$ cat src/rtl/retire_monitor.sv
// retire_monitor
//
// Watches the pc/result pair coming out of the cpu every clock and infers
// instruction retirement from pc changes. Each retirement bumps a saturating
// counter and folds the retired result into a rotate-xor signature. A pc that
// stays put for HALT_COUNT consecutive samples is the self-loop halt idiom
// (jal x0, 0), after which everything freezes until reset.
//
// Ports
//   clk        system clock, rising-edge active
//   rst        asynchronous active-high reset, clears all state immediately
//   pcw        current pc from the cpu
//   result     current result from the cpu
//   retired    number of retirement events seen (saturates at all-ones)
//   signature  rotate-left-by-one xor accumulation of retired results
//   last_pc    pc value captured at the most recent prime/retire edge
//   halted     sticky halt flag
module retire_monitor #(
  parameter int ADDRESS_WIDTH = 32,
  parameter int DATA_WIDTH    = 32,
  parameter int CNT_WIDTH     = 32,
  parameter int HALT_COUNT    = 4
) (
  input  logic                     clk,
  input  logic                     rst,
  input  logic [ADDRESS_WIDTH-1:0] pcw,
  input  logic [DATA_WIDTH-1:0]    result,
  output logic [CNT_WIDTH-1:0]     retired,
  output logic [DATA_WIDTH-1:0]    signature,
  output logic [ADDRESS_WIDTH-1:0] last_pc,
  output logic                     halted
);

  typedef enum logic [1:0] {
    PRIME = 2'd0,
    RUN   = 2'd1,
    HALT  = 2'd2
  } state_t;

  // HALT_COUNT is at most 255, so the stall counter never needs more than
  // 8 bits: it only ever holds values below HALT_COUNT before halting.
  localparam logic [7:0] HALT_TARGET = 8'(HALT_COUNT);

  state_t     state;
  logic [7:0] same_cnt;
  logic [7:0] same_next;
  logic [DATA_WIDTH-1:0] sig_next;

  // Next-value helpers kept combinational so the sequential block reads as
  // a plain list of per-state actions.
  always_comb begin
    same_next = same_cnt + 8'd1;
    sig_next  = {signature[DATA_WIDTH-2:0], signature[DATA_WIDTH-1]} ^ result;
  end

  // The whole monitor is one registered state machine. PRIME only captures
  // the pc so the first post-reset edge can never look like a retirement.
  // In RUN every edge is either a retirement (pc moved) or a stall count
  // (pc held); a pc move always wins over completing the halt count.
  // HALT does nothing at all, which freezes every output until reset.
  always_ff @(posedge clk or posedge rst) begin
    if (rst) begin
      state     <= PRIME;
      retired   <= '0;
      signature <= '0;
      last_pc   <= '0;
      halted    <= 1'b0;
      same_cnt  <= 8'd0;
    end else begin
      case (state)
        PRIME: begin
          last_pc  <= pcw;
          same_cnt <= 8'd0;
          state    <= RUN;
        end
        RUN: begin
          if (pcw != last_pc) begin
            if (retired != {CNT_WIDTH{1'b1}}) begin
              retired <= retired + CNT_WIDTH'(1);
            end
            signature <= sig_next;
            last_pc   <= pcw;
            same_cnt  <= 8'd0;
          end else begin
            same_cnt <= same_next;
            if (same_next == HALT_TARGET) begin
              state  <= HALT;
              halted <= 1'b1;
            end
          end
        end
        HALT: begin
          state <= HALT;
        end
        default: begin
          state <= PRIME;
        end
      endcase
    end
  end

endmodule

$ cat config.mk
export PLATFORM = sky130hd
export DESIGN_NAME = retire_monitor
export DESIGN_NICKNAME = d
export VERILOG_FILES = /design/src/rtl/retire_monitor.sv
export SDC_FILE = /design/constraint.sdc
export NUM_CORES = 1
export LEC_CHECK = 0
export ABC_AREA = 1
export CORE_MARGIN = 8
export CORE_UTILIZATION = 45
export CTS_CLUSTER_SIZE = 8
export DETAILED_ROUTE_END_ITERATION = 16
export GPL_ROUTABILITY_DRIVEN = 0
export PLACE_DENSITY = 0.76
export SLEW_MARGIN = 5
export SYNTH_ARGS = -nofsm -noshare
export SYNTH_HDL_FRONTEND = slang
export SYNTH_SLANG_ARGS = --single-unit
$ cat constraint.sdc
create_clock -name clk -period 3.2 [get_ports clk]
set_input_delay 0.64 -clock clk [delete_from_list [all_inputs] [get_ports clk]]
set_output_delay 0.64 -clock clk [all_outputs]
set_load 0.02 [all_outputs]
==> flow_summary.yaml <==
status:
  run_status: "completed"
global_route:
  grt_max_degree: 67
  antenna_found_initial: 0
  grt_pass1_vias: 5526
  grt_first_pass_wirelength_um: 28210
  grt.total_usage_pct: 19.30
  overflow: 0
final_layout:
  drive_gt1_share_pct: 3.521
  final_common_cell: "nand2_1"
  diodes: 0
  num-nets-final: 1060
  final_cell_mix: "nand2_1, clkdlybuf4s50_1, dfrtp_1"
  area_growth_syn_to_layout_pct: 33.46
clock_tree:
  ctsHoldBuffers: 0
  clock-root-buffer: "clkbuf_16"
  clockBufferDepth: 2
  cts_made_buffers: 9
  clk_latency_ps: 350
  cts_max_level: 3
  ctsResizeCount: 0
  cts_tree: "built"
  clkSlewWorstSetupHoldPaths_ps: 70
  cts_setup_buffers: 0
  clkSinkCount: 107
floorplan:
  die_x_um: 132.9
  die_y_um: 132.9
  fp.dieArea_sq_mm: 0.01766
  start_util_pct: 46.25
  core_area_sq_mm: 0.01330
  num_rows: 42
  boundaryPins: 163
critical_path:
  path_class: "input port to flop"
  critPathMostFrequentCell: "nand2_1"
  cpMaxStageDelayCell: "clkdlybuf4s50_1"
  cp_data_required_time_ps: 3490
  max_stage_delay_ps: 440
  path_max_fanout: 32
  crit_path_end_kind: "flop"
  reg2regPathDepth: 10
  critPathLaunchType: "input port"
  arrival_ps: 2500
  crit_chain: "clkdlybuf4s50_1 -> xnor2_1 -> nand2_1 -> nor2_1 -> nand2_1 -> nor2_2 -> nand3_1 -> nand2_1 -> buf_4 -> nand2_1 -> nand2_1"
routing:
  drc_errors: 0
  wl_um: 16890
  dr.pass1.iters: 5
  ant_nets: 0
  vias: 5854
  vias_per_cell: 5.003
  drt_iter0_markers: 422
  wl_per_cell_um: 14.43
timing:
  period_minus_slack_ps: 2215
  setup_ws_ps: 984.6
  worstMarginPinSlew_ps: 753.8
  setup_viol: 0
  setup_tns_ps: 0
  slew_viol_final: 0
  fin_crit_sh_pct: 69.23
  hold_viol: 0
  fin_skew_ps: 4.953
  rsz0062_at_grt: "no"
  fmax_mhz: 451.4
  max_slew_margin_pct: 49.64
power_and_ir_drop:
  ir_drop_uv: 275.0
  cellPowerDensity_mw_per_mm2: 507.8
  leakage_nw: 3.677
synth:
  netlist_area_sq_mm: 0.006148
  netlist_instances: 835
  synth-seq-cells: 107
  seq_area_frac_synth_pct: 43.55
  ys_types: 26
  synth_area_per_cell_sq_um: 7.363
  yosys_warnings: 0
  synth_nets: 906
placement:
  place_ws_ps: 637.0
  hpwl_um: 12460
  portBuffers: 162
worst_hold_path:
  whs_path_depth: 1
  min_path_type: "flop to flop"
job:
  maxCapViolations: 0
==> critical path: cells and delay by family <==
kind,cells,cell delay (ps)
xor gates and xnor gates,1,230
buffers and inverters,2,780
and+or+nand+nor,8,840
==> power breakdown <==
group / total (mW) / leakage, nW / internal [mW] / switching [mW]
clock: 1.05 / 0.137 / 0.570 / 0.477
combinational: 1.31 / 2.21 / 0.703 / 0.611
sequential: 1.81 / 1.33 / 1.58 / 0.223
==> sequential cells by signal (all words and copies together), names as in the netlist <==
name / cells
retired: 32
halted: 1
last_pc: 32
same_cnt: 8
state: 2
signature: 32
==> cell usage after synthesis (all sizes together) <==
| master | instances | area (sq um) |
|---|---|---|
| nand2 | 358 | 1349 |
| dfrtp | 107 | 2678 |
| nor2 | 78 | 307.8 |
| xnor2 | 56 | 490.5 |
| inv | 49 | 183.9 |
| nand3 | 48 | 250.2 |
| nand4 | 35 | 219.0 |
| o21ai | 35 | 175.2 |
| buf | 21 | 136.4 |
| nand3b | 14 | 105.1 |
| xor2 | 12 | 105.1 |
| clkbuf | 9 | 33.78 |
| ha | 5 | 62.56 |
| o22ai | 4 | 25.02 |
| o21bai | 2 | 15.01 |
| and2 | 1 | 6.260 |
| nor4 | 1 | 6.260 |
==> through the flow <==
step / total power, mW / hold WS (ps) / area (sq um) / util [%] / instances
after global placement: 3.144 / 464.9 / 7931 / 59.66 / 1154
after detailed placement: 3.160 / 465.3 / 7931 / 59.66 / 1154
final: 4.166 / 475.4 / 8205 / 61.72 / 1170
after floorplan: 2.474 / 475.8 / 6152 / - / 835
after CTS: 4.217 / 484.2 / 8205 / 61.72 / 1170
after global routing: 4.385 / 537.4 / 8205 / 61.72 / 1170
==> final timing paths <==
kind / startpoint / end / slack (ps)
worst max-delay path: pcw[0] / last_pc[17] / 980
worst min-delay path: halted / halted / 480
worst max register to register: retired[0] / retired[30] / 1010
worst min register to register: halted / halted / 480
max in group asynchronous: rst / last_pc[0] / 1790
min in group asynchronous: rst / signature[20] / 770
==> logic make-up (layout without fill, tap and decap cells) <==
group                    Yosys count  count (layout)  share of synthesized area [%]
AND/OR/NAND/NOR                  535             535                          36.49
flip-flops                       107             107                          43.55
buffers and inverters             79             238                          5.759
XOR/XNOR                          68              68                          9.687
AO/OA/AOI/OAI                     41              41                          3.500
adder cells (fa/ha/maj)            5               5                          1.018
==> metal layers <==
layer / routed length (um) / global-route usage (%) / vias up
met5: 0 / 0 / -
met4: 200 / 5.678 / 0
met3: 1424 / 5.905 / 16
met1: 7905 / 26.66 / 2673
li1: - / - / 2956
met2: 7355 / 28.32 / 209
==> cell type report <==
cell class	count	area [sq um]
flip-flops and latches	107	2678
well taps	176	220.2
clock inverters	2	10.01
inverters	49	187.7
clock buffers	14	264.0
multi-input cells	649	3117
fillers	1188	5090
repair buffers	173	1729
No activity file was read; power rests on OpenSTA's default activity.
